**src/rtl/mux4_arb_pkg.sv**
```systemverilog
// Shared constants, state encoding and select/grant conversion helpers for the
// four-way round-robin mux arbiter.
package mux4_arb_pkg;

  localparam int N_REQ = 4;
  localparam int SEL_W = 2;

  typedef enum logic {
    IDLE = 1'b0,
    OWN  = 1'b1
  } arb_state_t;

  function automatic logic [SEL_W-1:0] onehot2bin(input logic [N_REQ-1:0] oh);
    logic [SEL_W-1:0] b;
    b = '0;
    for (int i = 0; i < N_REQ; i++) begin
      if (oh[i]) b = b | SEL_W'(i);
    end
    return b;
  endfunction

  function automatic logic [N_REQ-1:0] bin2onehot(input logic [SEL_W-1:0] b);
    logic [N_REQ-1:0] oh;
    oh = '0;
    oh[b] = 1'b1;
    return oh;
  endfunction

endpackage

```
**src/rtl/rr_pick4.sv**
```systemverilog
// Combinational rotating priority encoder: searches last+1 .. last+4 (mod 4),
// optionally skipping one index, and reports the first requester found.
module rr_pick4
  import mux4_arb_pkg::*;
(
  input  logic [N_REQ-1:0] req,
  input  logic [SEL_W-1:0] last,
  input  logic             excl_en,
  input  logic [SEL_W-1:0] excl,
  output logic [SEL_W-1:0] win,
  output logic             any
);

  logic [SEL_W-1:0] w_idx;

  always_comb begin
    win   = '0;
    any   = 1'b0;
    w_idx = '0;
    for (int k = 1; k <= N_REQ; k++) begin
      w_idx = last + SEL_W'(k);
      if (!any && req[w_idx] && !(excl_en && (w_idx == excl))) begin
        any = 1'b1;
        win = w_idx;
      end
    end
  end

endmodule

```
**src/rtl/mux4_rr_arbiter.sv**
```systemverilog
// Round-robin arbiter driving a shared 4:1 mux select, with a bounded hold time
// so no requester starves the others; MUX4_ARB_LOCK_EN adds a lock input that suppresses preemption.
module mux4_rr_arbiter
  import mux4_arb_pkg::*;
#(
  parameter int MAX_HOLD = 8,
  parameter int CNT_W    = 4
) (
  input  logic             clk,
  input  logic             rst,
  input  logic [N_REQ-1:0] req,
`ifdef MUX4_ARB_LOCK_EN
  input  logic             lock,
`endif
  output logic [N_REQ-1:0] gnt,
  output logic [SEL_W-1:0] sel,
  output logic             busy,
  output logic [CNT_W-1:0] hold_cnt
);

  localparam logic [CNT_W-1:0] HOLD_LAST = (MAX_HOLD == 0) ? '0 : CNT_W'(MAX_HOLD - 1);

  arb_state_t       r_state;
  logic [N_REQ-1:0] r_gnt;
  logic [SEL_W-1:0] r_sel;
  logic             r_busy;
  logic [CNT_W-1:0] r_hold_cnt;
  logic [SEL_W-1:0] r_last;

  logic [SEL_W-1:0] w_holder;
  logic             w_own;
  logic             w_release;
  logic             w_lock;
  logic             w_hold_limit;
  logic [SEL_W-1:0] w_win;
  logic             w_any;

`ifdef MUX4_ARB_LOCK_EN
  assign w_lock = lock;
`else
  assign w_lock = 1'b0;
`endif

  assign w_own     = (r_state == OWN);
  assign w_holder  = onehot2bin(r_gnt);
  assign w_release = w_own && !req[w_holder];
  // >= rather than == so a count that ran past the limit under lock still preempts once lock drops
  assign w_hold_limit = (MAX_HOLD != 0) && (r_hold_cnt >= HOLD_LAST) && !w_lock;

  // While owning, the holder is always excluded: on release it no longer wants the
  // mux, on preemption it must yield to someone else.
  rr_pick4 u_pick (
    .req     (req),
    .last    (r_last),
    .excl_en (w_own),
    .excl    (w_holder),
    .win     (w_win),
    .any     (w_any)
  );

  always_ff @(posedge clk) begin
    if (rst) begin
      r_state    <= IDLE;
      r_gnt      <= '0;
      r_sel      <= '0;
      r_busy     <= 1'b0;
      r_hold_cnt <= '0;
      r_last     <= SEL_W'(N_REQ - 1);
    end else begin
      case (r_state)
        IDLE: begin
          if (w_any) begin
            r_state    <= OWN;
            r_gnt      <= bin2onehot(w_win);
            r_sel      <= w_win;
            r_busy     <= 1'b1;
            r_hold_cnt <= '0;
            r_last     <= w_win;
          end
        end
        OWN: begin
          if (w_release) begin
            if (w_any) begin
              r_gnt      <= bin2onehot(w_win);
              r_sel      <= w_win;
              r_hold_cnt <= '0;
              r_last     <= w_win;
            end else begin
              r_state    <= IDLE;
              r_gnt      <= '0;
              r_busy     <= 1'b0;
              r_hold_cnt <= '0;
            end
          end else if (w_hold_limit) begin
            if (w_any) begin
              r_gnt  <= bin2onehot(w_win);
              r_sel  <= w_win;
              r_last <= w_win;
            end
            r_hold_cnt <= '0;
          end else if (r_hold_cnt != '1) begin
            r_hold_cnt <= r_hold_cnt + 1'b1;
          end
        end
        default: begin
          r_state <= IDLE;
          r_gnt   <= '0;
          r_busy  <= 1'b0;
        end
      endcase
    end
  end

  assign gnt      = r_gnt;
  assign sel      = r_sel;
  assign busy     = r_busy;
  assign hold_cnt = r_hold_cnt;

  a_gnt_onehot0 : assert property (@(posedge clk) disable iff (rst) $onehot0(r_gnt));
  a_sel_matches : assert property (@(posedge clk) disable iff (rst)
                                   r_busy |-> (r_gnt == bin2onehot(r_sel)));
  a_busy_gnt    : assert property (@(posedge clk) disable iff (rst) r_busy == (r_gnt != '0));

endmodule

```
**config.mk**
```make
export PLATFORM = sky130hd
export DESIGN_NAME = mux4_rr_arbiter
export DESIGN_NICKNAME = d
export VERILOG_FILES = /design/src/rtl/mux4_arb_pkg.sv /design/src/rtl/rr_pick4.sv /design/src/rtl/mux4_rr_arbiter.sv
export SDC_FILE = /design/constraint.sdc
export NUM_CORES = 1
export LEC_CHECK = 0
export CELL_PAD_IN_SITES_DETAIL_PLACEMENT = 1
export CELL_PAD_IN_SITES_GLOBAL_PLACEMENT = 2
export CORE_UTILIZATION = 31
export CTS_CLUSTER_SIZE = 28
export DETAILED_ROUTE_END_ITERATION = 12
export GPL_TIMING_DRIVEN = 0
export PLACE_DENSITY = 0.77
export SYNTH_ARGS = -nofsm -noshare
export SYNTH_HDL_FRONTEND = slang
export SYNTH_SLANG_ARGS = --single-unit
export TNS_END_PERCENT = 1
```
**constraint.sdc**
```tcl
create_clock -name clk -period 2.8 [get_ports clk]
set_input_delay 0.56 -clock clk [delete_from_list [all_inputs] [get_ports clk]]
set_output_delay 0.56 -clock clk [all_outputs]
set_load 0.01 [all_outputs]
```
# Word level (Yosys, flattened, before mapping)
# Cells that the tools add are included.
[totals] out_inout_bits=11 regBits=14 elab_cells=100
[classes] n_lt_le_gt_ge=8 n_mux=48 eq_ne=10 n_reduce_logical=23 n_bitwise=1 addsub=4
[op_table] operator="two-way mux 4 bit" count=8
[op_table] operator="two-way mux 2 bit" count=12
[op_table] operator="less-than comparator 2 x 3 -> 1 bit, second input constant" count=6
[op_table] operator="two-way mux 1 bit" count=16
[op_table] operator="one-hot mux 4 bit (2 select lines)" count=2
[op_table] operator="logical AND 1 bit" count=13
[op_table] operator="binary-select mux 1 bit (select 2 bit)" count=5
[op_table] operator="== test 2 bit" count=4
[op_table] operator="zero test 1 bit" count=8
[op_table] operator="one-hot mux 2 bit (2 select lines)" count=2
[op_table] operator="adder 2 bit, second input constant" count=2
[op_table] operator="adder 4 x 1 -> 4 bit, second input constant" count=1
[op_table] operator=">= comparator 4 x 3 -> 1 bit, second input constant" count=1
[op_table] operator="inequality test 2 x 1 -> 1 bit, second input constant" count=2
[op_table] operator="inequality test 4 x 1 -> 1 bit, second input constant" count=1
[op_table] operator="inequality test 4 bit, second input constant" count=1
[op_table] operator="one-hot mux 1 bit (2 select lines)" count=2
[op_table] operator="inequality test 3 x 1 -> 1 bit, second input constant" count=1
[op_table] operator="AND reduction 3 bit" count=1
[op_table] operator="adder 2 x 1 -> 2 bit, second input constant" count=1
[op_table] operator="demux 1 bit (select 2 bit)" count=1
[op_table] operator=">= comparator 2 x 1 -> 1 bit, second input constant" count=1
[op_table] operator="inequality test 2 bit, second input constant" count=1
[op_table] operator="AND reduction 2 bit" count=1
[op_table] operator="inverter 1 bit" count=1

# Logic depth before layout (Yosys ltp)
# Gate-level depths: netlist of run 1.
[logic_depth] word_depth=28 depth_mapped=9 mapped_depth_nobuf=7

# Cells and area by module
# Synthesis of run 1 repeated with hierarchy kept, for this count alone.
[unflattened] hier_cells=119 area_unflattened_um2=1097.3
[by_module_without_submodules] mod="mux4_rr_arbiter" area_each_um2=723.2 cells_each=76 n_inst=1
[by_module_without_submodules] mod="rr_pick4" area_each_um2=374.1 cells_each=43 n_inst=1

# Least setup slack after synthesis of run 1
# No wires, ideal clock.
[synth_path] path_kind="reg-to-reg" from="reg r_gnt[1] (netlist: gnt[1])" to="reg r_gnt[0] (netlist: gnt[0])" slack_ns=0.345 period_less_slack_ns=2.455 setup_time_ns=0.117 stages_incl_launch_ff=9 required_time_ns=2.683 path_buffers=1 t_arrival_ns=2.338 cell_sequence="dfxtp_1 -> buf_2 -> or4b_1 -> a31oi_1 -> o21ai_2 -> a2111oi_4 -> nand2b_1 -> nor2_1 -> a32o_1"
[synth_between] elab_chain_len=28 word_cells_on_any_way=48 classes_between="order compare: 2; eq/ne: 5; mux: 20; reduce/logical: 21"
[synth_rtl] element="start: declaration" line_no="mux4_rr_arbiter.sv:24" text="logic [N_REQ-1:0] r_gnt;"
[synth_rtl] element="start signal: assignment" line_no="mux4_rr_arbiter.sv:74" text="r_gnt <= bin2onehot(w_win);"
[synth_rtl] element="start signal: assignment" line_no="mux4_rr_arbiter.sv:84" text="r_gnt <= bin2onehot(w_win);"
[synth_rtl] element="start signal: assignment" line_no="mux4_rr_arbiter.sv:96" text="r_gnt <= bin2onehot(w_win);"
[synth_rtl] element="two-way mux 1 bit *" line_no="mux4_arb_pkg.sv:17" text="if (oh[i]) b = b | SEL_W'(i);"
[synth_rtl] element="two-way mux 2 bit * (2 in series)" line_no="mux4_arb_pkg.sv:17"
[synth_rtl] element="== test 2 bit" line_no="rr_pick4.sv:22" text="if (!any && req[w_idx] && !(excl_en && (w_idx == excl))) begin"
[synth_rtl] element="logical AND 1 bit" line_no="rr_pick4.sv:22"
[synth_rtl] element="zero test 1 bit" line_no="rr_pick4.sv:22"
[synth_rtl] element="logical AND 1 bit" line_no="rr_pick4.sv:22"
[synth_rtl] element="two-way mux 1 bit" line_no="rr_pick4.sv:22"
[synth_rtl] element="zero test 1 bit" line_no="rr_pick4.sv:22"
[synth_rtl] element="(+11 left out)"
[synth_rtl] element="less-than comparator 2 x 3 -> 1 bit (not written as such) or >= comparator 2 x 1 -> 1 bit (tied branches)" line_no="mux4_arb_pkg.sv:25" text="oh[b] = 1'b1;"
[synth_rtl] element="logical AND 1 bit (not written as such)" line_no="mux4_arb_pkg.sv:25"
[synth_rtl] element="two-way mux 1 bit (not written as such)" line_no="mux4_arb_pkg.sv:25"
[synth_rtl] element="demux 1 bit (select 2 bit)" line_no="mux4_arb_pkg.sv:25"
[synth_rtl] element="two-way mux 4 bit" line_no="mux4_rr_arbiter.sv:72, mux4_rr_arbiter.sv:95"
[synth_rtl] element="two-way mux 4 bit" line_no="mux4_rr_arbiter.sv:94" text="end else if (w_hold_limit) begin"
[synth_rtl] element="two-way mux 4 bit" line_no="mux4_rr_arbiter.sv:82" text="if (w_release) begin"
[synth_rtl] element="one-hot mux 4 bit (2 select lines)" line_no="mux4_rr_arbiter.sv:70" text="case (r_state)"
# Mark *: on every way between the ends. The rest lies on a longest branch, timed or not. The select of a mux whose other input is x is not followed.
# A chain may end at the register's enable or synchronous reset.

# Worst setup path in the final report of run 1
[layout_path] from="in req[3]" to="reg r_gnt[1] (netlist: gnt[1])"
[layout_between] elab_chain_len=24 word_cells_on_any_way=41 classes_between="order compare: 2; eq/ne: 1; mux: 25; reduce/logical: 13"
[layout_rtl] element="start: declaration" line_no="mux4_rr_arbiter.sv:11" text="input logic [N_REQ-1:0] req,"
[layout_rtl] element="binary-select mux 1 bit (select 2 bit)" line_no="rr_pick4.sv:22"
[layout_rtl] element="two-way mux 1 bit (not written as such)" line_no="rr_pick4.sv:22"
[layout_rtl] element="logical AND 1 bit" line_no="rr_pick4.sv:22"
[layout_rtl] element="two-way mux 1 bit" line_no="rr_pick4.sv:22"
[layout_rtl] element="zero test 1 bit" line_no="rr_pick4.sv:22"
[layout_rtl] element="logical AND 1 bit (2 in series)" line_no="rr_pick4.sv:22"
[layout_rtl] element="two-way mux 1 bit" line_no="rr_pick4.sv:22"
[layout_rtl] element="zero test 1 bit" line_no="rr_pick4.sv:22"
[layout_rtl] element="(+7 left out)"
[layout_rtl] element="less-than comparator 2 x 3 -> 1 bit (not written as such) or >= comparator 2 x 1 -> 1 bit (tied branches)" line_no="mux4_arb_pkg.sv:25"
[layout_rtl] element="logical AND 1 bit (not written as such)" line_no="mux4_arb_pkg.sv:25"
[layout_rtl] element="two-way mux 1 bit (not written as such)" line_no="mux4_arb_pkg.sv:25"
[layout_rtl] element="demux 1 bit (select 2 bit)" line_no="mux4_arb_pkg.sv:25"
[layout_rtl] element="two-way mux 4 bit" line_no="mux4_rr_arbiter.sv:72, mux4_rr_arbiter.sv:95"
[layout_rtl] element="two-way mux 4 bit" line_no="mux4_rr_arbiter.sv:94"
[layout_rtl] element="two-way mux 4 bit" line_no="mux4_rr_arbiter.sv:82"
[layout_rtl] element="one-hot mux 4 bit (2 select lines)" line_no="mux4_rr_arbiter.sv:70"
# Several ways; a longest one is shown, not always the timed one. The select of a mux whose other input is x is not followed.

==> reports/qor.csv, run 1 <==
stage,metric,value,unit
run_status,status,finished clean,
layout,drive_gt1_share,14.8,%
layout,stdcell_count,208,
clock_tree,htreeDepth,1,
synth,synth_top_area_cell,dfxtp_1,
setup_path,worstPathMaxFanout,8,
synth,ys_warn_count,0,
die,start_util,32.8,%
timing,finalHoldViolations,0,
power,power.total,1.42,mW
setup_path,slowest_stage,clkdlybuf4s50_1,
clock_tree,cts_root_buf,clkbuf_4,
synth,async_flop_share,0,%
synth,syn_nets,147,
clock_tree,clk_pin_slew,0.09,ns
setup_path,required,2.99,ns
timing,slew_headroom,67.3,%
route,remaining_drc_errors,0,
synth,synth_cell_types,46,
layout,syn_to_final_growth,25.3,%
synth,synth_area,0.00110,mm²
synth,syn_inst,140,
setup_path,crit_family,compound AO/OA/AOI/OAI gates,
route,drt_iter0_drc,62,
synth,yosysSeqAreaShare,25.4,%
route,drtPass1Iterations,4,
run,maxCapViolations,0,
layout,finalNetCount,170,
setup_path,crit_chain,"clkdlybuf4s50_1, mux2i_1, mux2_2, a211oi_1, o32ai_1, a31o_2, o32ai_1",
clock_tree,cts_buffers,3,
route,viasPerCell,5.62,
die,die_area,0.00380,mm²
grt,grt_pass1_wl,5440,µm
synth,synth.avg_cell_area,7.87,µm²
route,ant_nets,0,
clock_tree,cts_tree,done,
layout,antenna_cells,0,
timing,setup_violations,0,
die,fp.dieH,61.6,µm
setup_path,crit_type,input pin to register,
power,vdd_drop_max,400,µV
grt,grt_overflow,0,
placement,port_buffers,16,
die,num_io_pins,17,
timing,fmax,0.377,GHz
timing,fin_setup_tns,0,ns
placement,gp_congestion,0.908,
setup_path,end_kind,register,
timing,grt_setup_unrepaired,no,
clock_tree,cts-hold-fix-buffers,0,
timing,fin_crit_sh,94.8,%
route,drt-total-wl,3250,µm
route,vias,1169,
clock_tree,cts.path.max_buffers,2,
setup_path,start_kind,input pin,
clock_tree,clk_latency,0.28,ns
layout,final_area,0.00138,mm²
timing,worst_slew_pin_slew,0.491,ns
timing,slew_violations,0,
placement,dpl_cell_area,0.00132,mm²
power,leakagePower,0.504,nW
worst_hold_path,hold_class,register to register,
clock_tree,clock_sinks,14,
synth,synth_top_area_share,25.4,%
setup_path,slowest_delay,0.63,ns
die,fp.dieW,61.6,µm
grt,grtUsageTotal,19.4,%
synth,ys.flop_type,dfxtp_1,
die,num_rows,21,
setup_path,cp_num_buf_inv,1,
synth,synthTopCellsByArea,"dfxtp_1, nor2_1, a21oi_1",
die,fp.coreArea,0.00336,mm²
timing,clock-skew-final,0.00233,ns
setup_path,cp_data_arrival_time,2.85,ns
synth,synth-edff-count,0,
grt,grt_pass1_vias,1153,
placement,dp_hpwl,2480,µm
route,avgRoutedWirePerCell,15.6,µm
power,p_per_area,1030,mW/mm²
grt,antenna_found_initial,0,
synth,ys_ff_latch,14,
grt,grt_max_degree,11,
placement,dp_cells,202,
setup_path,path_common_cell,o32ai_1,
timing,finalCriticalPeriod,2.66,ns
layout,final_util,41.1,%
-- synth_stat cells, drive strengths merged (4+ instances only) --
master,n
nor2,15
dfxtp,14
nand2,9
a21oi,8
o21ai,8
a31oi,6
inv,6
buf,5
nor3,5
a211oi,4
a221oi,4
clkbuf,4
mux2i,4
-- stage by stage --
stage                     hold slack [ns]  worst slack (ns)
after floorplan                     0.481             0.345
after global placement              0.445            -0.239
after detailed placement            0.457            -0.266
after CTS                           0.473            0.0706
after global routing                0.509            0.0314
final                               0.467             0.145
-- cell type report --
class	instances	area, µm²
inverter	6	22.5
buffer	9	47.5
clock buffer	4	36.3
multi-input combinational	111	762
tap	46	57.6
sequential	14	280
timing repair buffer	18	175
fill	432	1980
-- timing repair --
| item | CTS | global route |
|---|---|---|
| hold endpoints to repair | 0 | 0 |
| endpoints found under the setup margin | 5 | 9 |
| setup buffers | 2 | 0 |
| gates cloned | 0 | 0 |
| pin swaps | 1 | 0 |
| gates resized for setup | 0 | 4 |
-- placed cells by master, fill, tap and decap left out, drive strengths merged, types with 2 or more instances in the layout --
cell | netlist | layout
o21ai | 8 | 8
o21bai | 2 | 2
clkdlybuf4s50 | 0 | 16
nor2 | 15 | 15
o21a | 2 | 2
nor2b | 3 | 3
clkbuf | 4 | 8
inv | 6 | 6
o211ai | 2 | 2
buf | 5 | 7
a32o | 2 | 2
or3b | 3 | 3
o32ai | 3 | 3
nand3 | 3 | 3
nand2 | 9 | 9
a31oi | 6 | 6
a21o | 2 | 2
a221oi | 4 | 4
mux2i | 4 | 4
nor3 | 5 | 5
nand2b | 3 | 3
a211oi | 4 | 4
mux2 | 3 | 3
a21oi | 8 | 8
dfxtp | 14 | 14
and2 | 3 | 3
-- state kept, by name (all words and copies together) (netlist names) --
register,flops
busy,1
gnt,4
hold_cnt,4
r_last,2
r_state,1
sel,2
-- cells by family after synthesis --
| family | after synthesis | synth area share [%] |
|---|---|---|
| AO/OA/AOI/OAI | 51 | 35.1 |
| AND/OR/NAND/NOR | 50 | 23.8 |
| buffers and inverters | 15 | 6.24 |
| multiplexers | 7 | 6.70 |
| adder cells (fa/ha/maj) | 1 | 1.13 |
| XOR/XNOR | 2 | 1.59 |
| flip-flops | 14 | 25.4 |
-- worst register-to-register path, cell delays in order (launching register included) --
cell	delay, ns
dfxtp_1	0.35
buf_2	0.24
or4b_1	0.45
a31oi_1	0.27
o21ai_2	0.14
a2111oi_4	0.45
nand2b_1	0.21
nor2_1	0.08
a32o_1	0.26
-- where the power goes --
group | internal (mW) | switching, mW | total (mW)
sequential | 0.255 | 0.0399 | 0.295
clock | 0.0791 | 0.0677 | 0.147
combinational | 0.421 | 0.562 | 0.983
-- layer usage --
metal  share of wire [%]  routed length (µm)  vias up  GRT usage (%)
met3                 3.7                 120        4           2.52
li1                    -                   -      576              -
met1                  50                1640      564           26.1
met4                0.95                  31        0           7.30
met2                  45                1460       25           31.6
met5                   0                   0        -              0
-- path summary, 6_finish.rpt --
| path | end | cells past startpoint | start | slack (ns) |
|---|---|---|---|---|
| min | sel[0]$_SDFFE_PP0P_ | 2 | sel[0]$_SDFFE_PP0P_ | 0.47 |
| max reg2reg | gnt[2]$_SDFFE_PP0P_ | 8 | gnt[1]$_SDFFE_PP0P_ | 0.24 |
| max | gnt[1]$_SDFFE_PP0P_ | 7 | req[3] | 0.14 |
| min reg2reg | sel[0]$_SDFFE_PP0P_ | 2 | sel[0]$_SDFFE_PP0P_ | 0.47 |
Note: power is estimated with default switching activity, not from simulation.
==> run 2, diff against run 1 <==
--- a/config.mk
+++ b/config.mk
@@ -5,13 +5,12 @@
 export SDC_FILE = /design/constraint.sdc
 export NUM_CORES = 1
 export LEC_CHECK = 0
-export CELL_PAD_IN_SITES_DETAIL_PLACEMENT = 1
-export CELL_PAD_IN_SITES_GLOBAL_PLACEMENT = 2
-export CORE_UTILIZATION = 31
+export CORE_UTILIZATION = 35
 export CTS_CLUSTER_SIZE = 28
 export DETAILED_ROUTE_END_ITERATION = 12
+export DONT_BUFFER_PORTS = 1
 export GPL_TIMING_DRIVEN = 0
-export PLACE_DENSITY = 0.77
+export PLACE_DENSITY = 0.47
 export SYNTH_ARGS = -nofsm -noshare
 export SYNTH_HDL_FRONTEND = slang
 export SYNTH_SLANG_ARGS = --single-unit
==> run 2 against run 1 <==
Register-to-register slack worse by 0.07 ns. Power down 9.2%. Count of clock-buffer cells in the layout down 1. Sequential share of layout area up 2.8 points. Hold slack better by 0.022 ns. Wire length down 12%. Non-clock buffer count down 15.
==> reports/qor.csv, run 2 (synthesized netlist as in run 1, its figures left out) <==
stage,metric,value,unit,change
layout,antenna_cells,0,,unchanged
die,fp.coreArea,0.00303,mm²,-10%
route,avgRoutedWirePerCell,15.0,µm,-3.7%
setup_path,r2r_start,gnt[1]$_SDFFE_PP0P_,,
setup_path,cp.depth,8,,+1
clock_tree,cts_root_buf,clkbuf_4,,
setup_path,slowest_delay,0.49,ns,-0.14 ns
setup_path,crit_family,compound AO/OA/AOI/OAI gates,,
grt,antenna_found_initial,0,,unchanged
die,num_io_pins,17,,unchanged
timing,finalCriticalPeriod,2.63,ns,-0.0295 ns
setup_path,slowest_stage,a2111oi_4,,
timing,clock-skew-final,0.00562,ns,+0.00329 ns
route,drtPass1Iterations,4,,unchanged
timing,slew_headroom,66.5,%,-0.78 points
route,viasPerCell,5.77,,+2.6%
setup_path,end_kind,register,,
setup_path,setup.worst_path.start,gnt[1]$_SDFFE_PP0P_,,
placement,port_buffers,0,,-16
grt,globalRouteMet2Util,27.8,%,-3.9 points
grt,use_met3,3.35,%,+0.83 points
timing,slew_violations,0,,unchanged
timing,fin_crit_sh,93.8,%,-1.1 points
layout,drive_gt1_share,15.8,%,+0.94 points
layout,layout_commonest_cell,nor2_1,,
layout,layout_common_cells,"nor2_1, dfxtp_1, nand2_1",,
setup_path,crit_end,gnt[2]$_SDFFE_PP0P_,,
grt,grt.met1_usage,23.9,%,-2.3 points
setup_path,reg2reg_depth,8,,unchanged
clock_tree,cts_tree,done,,
grt,grt_max_degree,11,,unchanged
power,vdd_drop_max,347,µV,-13%
placement,dpl_worst_slack,-0.0565,ns,+0.209 ns
die,num_rows,20,,-4.8%
clock_tree,cts.path.max_buffers,2,,unchanged
timing,worst_slew_pin_slew,0.499,ns,+0.00862 ns
die,fp.dieH,58.1,µm,-5.7%
clock_tree,clk_latency,0.28,ns,about the same
grt,grtUsageTotal,18.0,%,-1.4 points
timing,setup_violations,0,,unchanged
layout,final_util,40.0,%,-1.0 points
power,p_per_area,1070,mW/mm²,+3.5%
placement,dp_hpwl,2140,µm,-14%
route,drt_iter0_drc,39,,-37%
die,die_area,0.00338,mm²,-11%
layout,final.fill_count,329,,-24%
run_status,status,finished clean,,
setup_path,crit_chain,"clkbuf_4, or4b_1, a31oi_2, o21ai_2, a2111oi_4, nand2b_1, nor2_1, a32o_1",,
clock_tree,htreeDepth,1,,unchanged
setup_path,r2r-end,gnt[2]$_SDFFE_PP0P_,,
layout,finalNetCount,155,,-8.8%
clock_tree,clk_pin_slew,0.07,ns,-0.02 ns
setup_path,required,2.97,ns,-0.02 ns
route,remaining_drc_errors,0,,unchanged
timing,hold_ws,0.489,ns,+0.0217 ns
timing,fmax,0.381,GHz,+1.1%
grt,grt_pass1_wl,4720,µm,-13%
timing,setup_ws,0.174,ns,+0.0295 ns
clock_tree,clock_sinks,14,,unchanged
setup_path,start_kind,register,,
grt,grt_overflow,0,,unchanged
clock_tree,cts_buffers,3,,unchanged
die,start_util,36.4,%,+3.6 points
route,drt-total-wl,2860,µm,-12%
setup_path,cp_data_arrival_time,2.80,ns,-0.05 ns
timing,finalHoldViolations,0,,unchanged
power,leakagePower,0.442,nW,-12%
placement,gp_congestion,0.883,,-2.8%
setup_path,crit_type,register to register,,
layout,syn_to_final_growth,9.99,%,
route,vias,1096,,-6.2%
setup_path,r2r_slack,0.17,ns,-0.07 ns
grt,grt.busiest_layer,met2,,
run,maxCapViolations,0,,unchanged
route,ant_nets,0,,unchanged
timing,grt_setup_unrepaired,no,,
setup_path,cp_num_buf_inv,1,,unchanged
die,fp.dieW,58.1,µm,-5.7%
worst_hold_path,hold_class,input pin to register,,
grt,grt_pass1_vias,1001,,-13%
setup_path,worstPathMaxFanout,10,,+2
==> run 2: layout make-up <==
| cell class | instances | area (µm²) | share of cell area [%] |
|---|---|---|---|
| timing repair buffer | 3 | 22.5 | 1.86 |
| clock buffer | 3 | 22.5 | 1.86 |
| sequential | 14 | 280 | 23.1 |
| tap | 44 | 55.1 | 4.54 |
| buffer | 9 | 50.0 | 4.13 |
| inverter | 6 | 22.5 | 1.86 |
| multi-input combinational | 111 | 759 | 62.6 |
==> run 2: worst min-delay path by stage <==
stage,slack [ns],cells after the start,from,to
floorplan,0.48,2,sel[0]$_SDFFE_PP0P_,sel[0]$_SDFFE_PP0P_
global placement,0.50,2,sel[0]$_SDFFE_PP0P_,sel[0]$_SDFFE_PP0P_
detailed placement,0.50,2,sel[0]$_SDFFE_PP0P_,sel[0]$_SDFFE_PP0P_
CTS,0.49,2,rst,gnt[3]$_SDFFE_PP0P_
global route,0.51,2,rst,gnt[1]$_SDFFE_PP0P_
finish,0.49,2,rst,gnt[1]$_SDFFE_PP0P_
==> run 2: repair_timing <==
action,4_1_cts,5_1_grt
pin swaps,1,1
hold buffers,0,0
setup endpoints to repair,5,4
hold endpoints to repair,0,0
gates resized for setup,0,4
buffers inserted,2,1
==> run 2: through the flow <==
step / power (mW) / setup TNS, ns / cells / instance area [µm²]
6_report: 1.29 / 0 / 190 / 1210
5_1_grt: 1.41 / 0 / 190 / 1210
4_1_cts: 1.28 / 0 / 189 / 1190
3_5_place_dp: 1.15 / -0.112 / 184 / 1160
3_3_place_gp: 1.15 / -0.0610 / 184 / 1160
2_1_floorplan: 0.988 / 0 / 140 / 1100
==> run 2: where the power goes <==
part / switching (mW) / internal [mW]
sequential: 0.0629 / 0.255
combinational: 0.506 / 0.358
clock: 0.0619 / 0.0499
total: 0.631 / 0.663
==> run 2: layer usage <==
layer  part of all wire, %  vias up
met2                    45       29
met4                   2.8        0
met3                   4.8        8
met1                    48      511
met5                     0        -
li1                      -      548
